$ cat config.mk
export PLATFORM = sky130hd
export DESIGN_NAME = console_uart_rx
export DESIGN_NICKNAME = d
export VERILOG_FILES = /design/src/rtl/console_uart_rx.sv
export SDC_FILE = /design/constraint.sdc
export NUM_CORES = 1
export LEC_CHECK = 0
export CAP_MARGIN = 5
export CORE_MARGIN = 2
export CORE_UTILIZATION = 60
export CTS_BUF_LIST = sky130_fd_sc_hd__clkbuf_8
export CTS_CLUSTER_SIZE = 25
export DETAILED_ROUTE_END_ITERATION = 7
export GPL_TIMING_DRIVEN = 0
export PLACE_DENSITY = 0.78
export SYNTH_ARGS = -nofsm -noshare
export SYNTH_HDL_FRONTEND = slang
export SYNTH_SLANG_ARGS = --single-unit
$ cat constraint.sdc
create_clock -name clk -period 4.8 [get_ports clk]
set_clock_uncertainty 0.05 [all_clocks]
set_input_delay 0.96 -clock clk [delete_from_list [all_inputs] [get_ports clk]]
set_output_delay 0.96 -clock clk [all_outputs]
set_load 0.05 [all_outputs]
$ cat src/rtl/console_uart_rx.sv
// console_uart_rx: 8N1 UART receiver feeding a first-word fall-through byte FIFO
// with sticky frame-error and overrun flags.
module console_uart_rx #(
  parameter int CLKS_PER_BIT = 868,
  parameter int FIFO_DEPTH   = 16,
  parameter int SYNC_STAGES  = 2
) (
  input  logic                          clk,
  input  logic                          reset,
  input  logic                          rx,
  output logic [7:0]                    in_byte,
  output logic                          in_byte_valid,
  input  logic                          in_byte_ready,
  output logic [$clog2(FIFO_DEPTH):0]   fifo_count,
  output logic                          frame_err,
  output logic                          overrun,
  input  logic                          err_clear
);
  localparam int CW = $clog2(CLKS_PER_BIT);
  localparam int AW = $clog2(FIFO_DEPTH);
  localparam logic [2:0] S_IDLE = 3'd0, S_START = 3'd1, S_DATA = 3'd2, S_STOP = 3'd3, S_BREAK = 3'd4;
  localparam logic [CW-1:0] HALF = CW'(CLKS_PER_BIT / 2 - 1);
  localparam logic [CW-1:0] FULL = CW'(CLKS_PER_BIT - 1);
  logic [SYNC_STAGES-1:0] r_sync;
  logic [2:0]             r_state;
  logic [CW-1:0]          r_cnt;
  logic [2:0]             r_bit;
  logic [7:0]             r_shift;
  logic                   r_push;
  logic [7:0]             r_mem [FIFO_DEPTH];
  logic [AW-1:0]          r_wr, r_rd;
  logic [AW:0]            r_count;
  logic                   r_frame_err, r_overrun;
  logic                   w_rx_s, w_full, w_pop, w_wr, w_ovr, w_stop_bad;
  assign w_rx_s        = r_sync[SYNC_STAGES-1];
  assign w_full        = r_count == (AW+1)'(FIFO_DEPTH);
  assign in_byte_valid = r_count != '0;
  assign w_pop         = in_byte_valid && in_byte_ready;
  assign w_wr          = r_push && (!w_full || w_pop);
  assign w_ovr         = r_push && w_full && !w_pop;
  assign w_stop_bad    = r_state == S_STOP && r_cnt == FULL && !w_rx_s;
  assign in_byte       = r_mem[r_rd];
  assign fifo_count    = r_count;
  assign frame_err     = r_frame_err;
  assign overrun       = r_overrun;
  always_ff @(posedge clk) begin
    if (reset) r_sync <= '1;
    else r_sync <= {r_sync[SYNC_STAGES-2:0], rx};
  end
  // Byte is latched at the stop-bit sample and pushed on the following cycle.
  always_ff @(posedge clk) begin
    if (reset) begin
      r_state <= S_IDLE;
      r_cnt   <= '0;
      r_bit   <= '0;
      r_shift <= '0;
      r_push  <= 1'b0;
    end else begin
      r_push <= 1'b0;
      r_cnt  <= r_cnt + CW'(1);
      case (r_state)
        S_IDLE: begin
          r_cnt <= '0;
          if (!w_rx_s) r_state <= S_START;
        end
        S_START: if (r_cnt == HALF) begin
          r_cnt   <= '0;
          r_bit   <= '0;
          r_state <= w_rx_s ? S_IDLE : S_DATA;
        end
        S_DATA: if (r_cnt == FULL) begin
          r_cnt   <= '0;
          r_shift <= {w_rx_s, r_shift[7:1]};
          r_bit   <= r_bit + 3'd1;
          if (r_bit == 3'd7) r_state <= S_STOP;
        end
        S_STOP: if (r_cnt == FULL) begin
          r_cnt   <= '0;
          r_push  <= w_rx_s;
          r_state <= w_rx_s ? S_IDLE : S_BREAK;
        end
        S_BREAK: begin
          r_cnt <= '0;
          if (w_rx_s) r_state <= S_IDLE;
        end
        default: r_state <= S_IDLE;
      endcase
    end
  end
  always_ff @(posedge clk) begin
    if (reset) begin
      for (int i = 0; i < FIFO_DEPTH; i++) r_mem[i] <= '0;
      r_wr    <= '0;
      r_rd    <= '0;
      r_count <= '0;
    end else begin
      if (w_wr) begin
        r_mem[r_wr] <= r_shift;
        r_wr        <= r_wr + AW'(1);
      end
      if (w_pop) r_rd <= r_rd + AW'(1);
      r_count <= r_count + (AW+1)'(w_wr) - (AW+1)'(w_pop);
    end
  end
  // A new error in the same cycle as err_clear keeps the flag set.
  always_ff @(posedge clk) begin
    if (reset) begin
      r_frame_err <= 1'b0;
      r_overrun   <= 1'b0;
    end else begin
      r_frame_err <= w_stop_bad ? 1'b1 : err_clear ? 1'b0 : r_frame_err;
      r_overrun   <= w_ovr ? 1'b1 : err_clear ? 1'b0 : r_overrun;
    end
  end
endmodule

# Word level (Yosys, flattened, before mapping)
# Memories as Yosys holds them, arrays and structs flattened. A register that Yosys moved wholly into a read port is not among the register bits.
# Index checks and enable logic that the tools add are counted.
totals:
  ff_bits: 42
  ramBits: 128
  in_bits: 5
  out_inout_bits: 16
  mem_count: 1
op_classes:
  addsub: 6
  n_eq_ne: 14
  n_mux: 28
  bitwise: 2
  reduce_logical: 22
mem_list:
  columns: ["memory", "words", "width", "rd", "rd_clocked_by_memory_dff", "write_ports", "line", "rtl"]
  rows:
  - ["r_mem", 16, 8, 1, 1, 16, "30", "logic [7:0] r_mem [FIFO_DEPTH];"]
ops:
  columns: ["op", "n"]
  rows:
  - ["$pmux W10 S3", 1]
  - ["$mux W3", 9]
  - ["$mux W10", 2]
  - ["$pmux W3 S5", 1]
  - ["$mux W4", 3]
  - ["$add A10 B1 Y10 const B", 1]
  - ["$eq A10 B10 Y1 const B", 1]
  - ["$eq A10 B9 Y1 const B", 1]
  - ["$ne A2 B2 Y1 const B", 5]
  - ["$mux W1", 9]
  - ["$add A4 B1 Y4 const B", 2]
  - ["$mux W8", 1]
  - ["$reduce_or A8 Y1", 1]
  - ["$eq A3 B2 Y1 const B", 2]
  - ["$eq A3 B3 Y1 const B", 2]
  - ["$logic_and A1 B1 Y1", 6]
  - ["$pmux W3 S2", 1]
  - ["$reduce_and A6 Y1", 1]
  - ["$reduce_bool A2 Y1", 3]
  - ["$add A5 B1 Y5", 1]
  - ["$eq A5 B5 Y1 const B", 1]
  - ["$reduce_bool A5 Y1", 1]
  - ["$sub A5 B1 Y5", 1]
  - ["$reduce_or A2 Y1", 2]
  - ["11 further kinds", 14]

# Longest topological paths before layout
depth:
  word_depth: 9
  ltp_mapped: 15
  mapped_depth_nobuf: 14

# Least setup slack after synthesis
# No wires, ideal clock.
synth_path:
  path_type: "register to register"
  start: "register r_count[3] (netlist: fifo_count[3])"
  end: "register r_count[4] (netlist: fifo_count[4])"
  setup_time_ps: 130
  t_arrival_ps: 3223
  required_time_ps: 4620
  setup_slack_ps: 1397
  stages_incl_launch_ff: 16
  path_cell_list: "dfxtp_1 -> inv_1 -> ha_1 -> or4b_2 -> clkbuf_1 -> nand2_1 -> inv_1 -> ha_1 -> inv_1 -> ha_1 -> inv_1 -> fa_1 -> nor2b_1 -> o21bai_1 -> a21oi_1 -> nor3b_1"
synth_between:
  elab_chain_cells: 6
synth_lines:
  columns: ["element", "line", "rtl"]
  rows:
  - ["start: declaration", "32", "logic [AW:0] r_count;"]
  - ["start signal: assignment", "102", "r_count <= r_count + (AW+1)'(w_wr) - (AW+1)'(w_pop);"]
  - ["$reduce_bool A5 Y1 (*)", "37", "assign in_byte_valid = r_count != '0;"]
  - ["named net in_byte_valid", "12", "output logic in_byte_valid,"]
  - ["$logic_and A1 B1 Y1 (*)", "38", "assign w_pop = in_byte_valid && in_byte_ready;"]
  - ["named net w_pop", "34", "logic w_rx_s, w_full, w_pop, w_wr, w_ovr, w_stop_bad;"]
  - ["$logic_or A1 B1 Y1", "39", "assign w_wr = r_push && (!w_full || w_pop);"]
  - ["$logic_and A1 B1 Y1", "39", null]
  - ["$add A5 B1 Y5", "102", null]
  - ["$sub A5 B1 Y5 (*)", "102", null]
# The timed path passes the listed nets; every way through them passes the cells marked *.
# A chain may end at the register's enable or synchronous reset.

==> flow_summary_export.csv <==
group,metric,value,unit
critical_path,cp-start-kind,"flop",
clocking,cts-root-buf,"clkbuf_8",
sta,clock.fmax,240,MHz
min_path,hp-start,"r_sync[0]",
yosys,synth_fp_nets,626,
sta,slew_violations,0,
power,power_density,406,nW/µm²
yosys,yosys.area.top_type,"edfxtp_1",
die,initial_utilization,61.0,%
global_routing,first_global_vias,5019,
placed_design,place_congestion,0.844,
yosys,synth_area,8020,µm²
clocking,cts_buffers,17,
clocking,clk_latency,450,ps
power,leakagePower,3.06,nW
yosys,synth_edf_count,128,
sta,finalHoldViolations,0,
sta,finalCritPeriodShare,86.8,%
die,pin_count,21,
sta,rsz0062_at_grt,"no",
critical_path,worstSetupPathType,"flop to output pin",
drt,avgViaCountPerCell,5.89,
clocking,clock-sinks,174,
yosys,synth_top_area_share,48.0,%
critical_path,reg2reg_setup_slack,1650,ps
clocking,cts_buffer_depth,2,
yosys,synth-seq-cells,174,
drt,wl_per_cell,20.0,µm
clocking,clk_pin_slew,80,ps
clocking,cts_setup_buffers,0,
placed_design,dpl-instance-area,8450,µm²
drt,final_antenna_net_count,0,
placed_design,dpl.hpwl,11600,µm
global_routing,grt_max_degree,17,
drt,dr_total_vias,4919,
die,rows,42,
yosys,synthTopCellsByArea,"edfxtp_1 (48%), dfxtp_1 (11%), and2_1 (10%), mux4_2 (9.0%), ha_1 (2.3%)",
critical_path,critical_path.endpoint_type,"output pin",
drt,wl,16700,µm
placed_design,place.port_buffers,20,
global_routing,antenna_found_initial,0,
yosys,yosys.cell_types.count,50,
clocking,cts.repair.resized,0,
yosys,async_flop_share,0,%
sta,worst_hold_slack,376,ps
layout,area_growth,9.87,%
clocking,cts_tree,"built",
power,ir_worst_vdd,0.368,mV
sta,fin_crit,4170,ps
layout,antenna_cells,0,
critical_path,critPathRequiredTime,3790,ps
critical_path,arrival,3160,ps
drt,dr.pass1.iters,5,
sta,tns,0,ps
die,die_h,120,µm
layout,postLayoutCellArea,8810,µm²
yosys,synthCells,605,
drt,drt_drc_violations_left,0,
global_routing,track_usage,25.2,%
clocking,hold_buffers,0,
yosys,ys_seq_area_share,59.4,%
min_path,hold_path_class,"flop to flop",
sta,finalSetupViolCount,0,
critical_path,r2r-start,"fifo_count[2]",
clocking,h-tree-depth,4,
sta,slew_headroom,23.6,%
layout,final_layout_size_suffix_gt1_share,13.7,%
outcome,status,"finished, final reports clean",
global_routing,grt-ovfl-total,0,
yosys,syn_avg_cell_area,13.2,µm²
layout,finalNetCount,667,
die,die-area,14300,µm²
yosys,synth_warnings,0,
yosys,synth_ff_type,"edfxtp_1",
critical_path,cp_max_fo,10,
job,maxCapViolations,0,
drt,drt-initial-drc-count,336,
global_routing,grt_pass1_wl,26600,µm
sta,tightest_slew,1140,ps
die,fp.coreArea,13100,µm²
die,die_x,120,µm
[where the power goes]
part	internal, mW	switching [mW]
clock network	0.441	0.497
logic	0.387	0.507
registers	1.69	0.0507
total	2.52	1.05
[metal layers]
layer | track usage [%] | part of all wire [%] | vias up
met5 | 0 | 0 | -
met4 | 11.0 | 2.2 | 0
met3 | 4.42 | 5.8 | 32
met2 | 42.6 | 51 | 187
met1 | 32.1 | 41 | 2440
li1 | - | - | 2260
[cells in the mapped netlist (all sizes together), types with 4 or more instances]
| cell | instances |
|---|---|
| a21oi | 8 |
| a22oi | 16 |
| and2 | 131 |
| and3 | 5 |
| buf | 8 |
| clkbuf | 23 |
| dfxtp | 46 |
| edfxtp | 128 |
| ha | 15 |
| inv | 14 |
| mux2i | 9 |
| mux4 | 32 |
| nand2 | 21 |
| nand2b | 9 |
| nand3 | 11 |
| nor2 | 30 |
| nor2b | 6 |
| nor3 | 19 |
| nor4 | 4 |
| o21ai | 5 |
| or2 | 19 |
| xor2 | 13 |
[worst max-delay path, stage by stage (launching register included)]
cell and delay [ps]:
dfxtp_1 320, clkbuf_1 240, buf_2 440, mux4_2 560
a22oi_1 290, nand2_1 130, clkdlybuf4s50_1 720
[registers in the layout, summed over array words and instances, names as in the netlist, named ones only]
signal and cells:
r_mem 128, r_cnt 10, r_shift 8, fifo_count 5, r_rd 4, r_wr 4, r_bit 3, r_state 3
r_sync 2, frame_err 1, overrun 1, r_push 1
[path summary, 6_finish.rpt]
kind | end | cells after the start
worst max-delay path | in_byte[7] | 6
worst min-delay path | r_sync[1] | 1
worst max register to register | fifo_count[4] | 15
worst min register to register | r_sync[1] | 1
[cells in the final DEF (no fill, tap or decap), drive strengths merged, types with 3 or more instances in the layout]
master	netlist	layout
o211ai	3	3
nand2b	9	9
nor3b	3	3
o21ai	5	5
nor4	4	4
or2	19	19
clkdlybuf4s50	0	20
edfxtp	128	128
nand4	3	3
clkinv	0	8
mux4	32	32
a21oi	8	8
xnor2	3	3
and2	131	131
inv	14	18
mux2i	9	9
a22oi	16	16
nor2	30	30
nand3	11	11
dfxtp	46	46
nor3	19	19
nand2	21	21
and3	5	5
buf	8	10
ha	15	15
nor2b	6	6
xor2	13	13
clkbuf	23	40
[cell families after synthesis]
family	share of synthesized area (%)
multiplexers	10.1
flip-flops	59.4
XOR/XNOR	1.75
AO/OA/AOI/OAI	3.59
buffers and inverters	2.28
adder cells (fa/ha/maj)	2.59
AND/OR/NAND/NOR	20.2
[final cells by class]
cell class	instances	area [µm²]
clock buffer	17	234
sequential	174	4760
inverter	14	52.6
tap	176	220
timing repair buffer	22	210
clock inverter	15	114
fill	980	4330
buffer	31	130
multi-input combinational	386	3080
[stage by stage]
stage / worst slack [ps] / utilization [%] / power [mW] / cells
floorplan: 1400 / - / 2.43 / 605
global placement: 981 / 64.2 / 2.66 / 801
detailed placement: 901 / 64.3 / 2.68 / 803
CTS: 555 / 66.9 / 3.59 / 835
global route: 445 / 67.0 / 3.71 / 835
finish: 632 / 67.0 / 3.58 / 835
No activity file was read; power rests on OpenSTA's default activity.
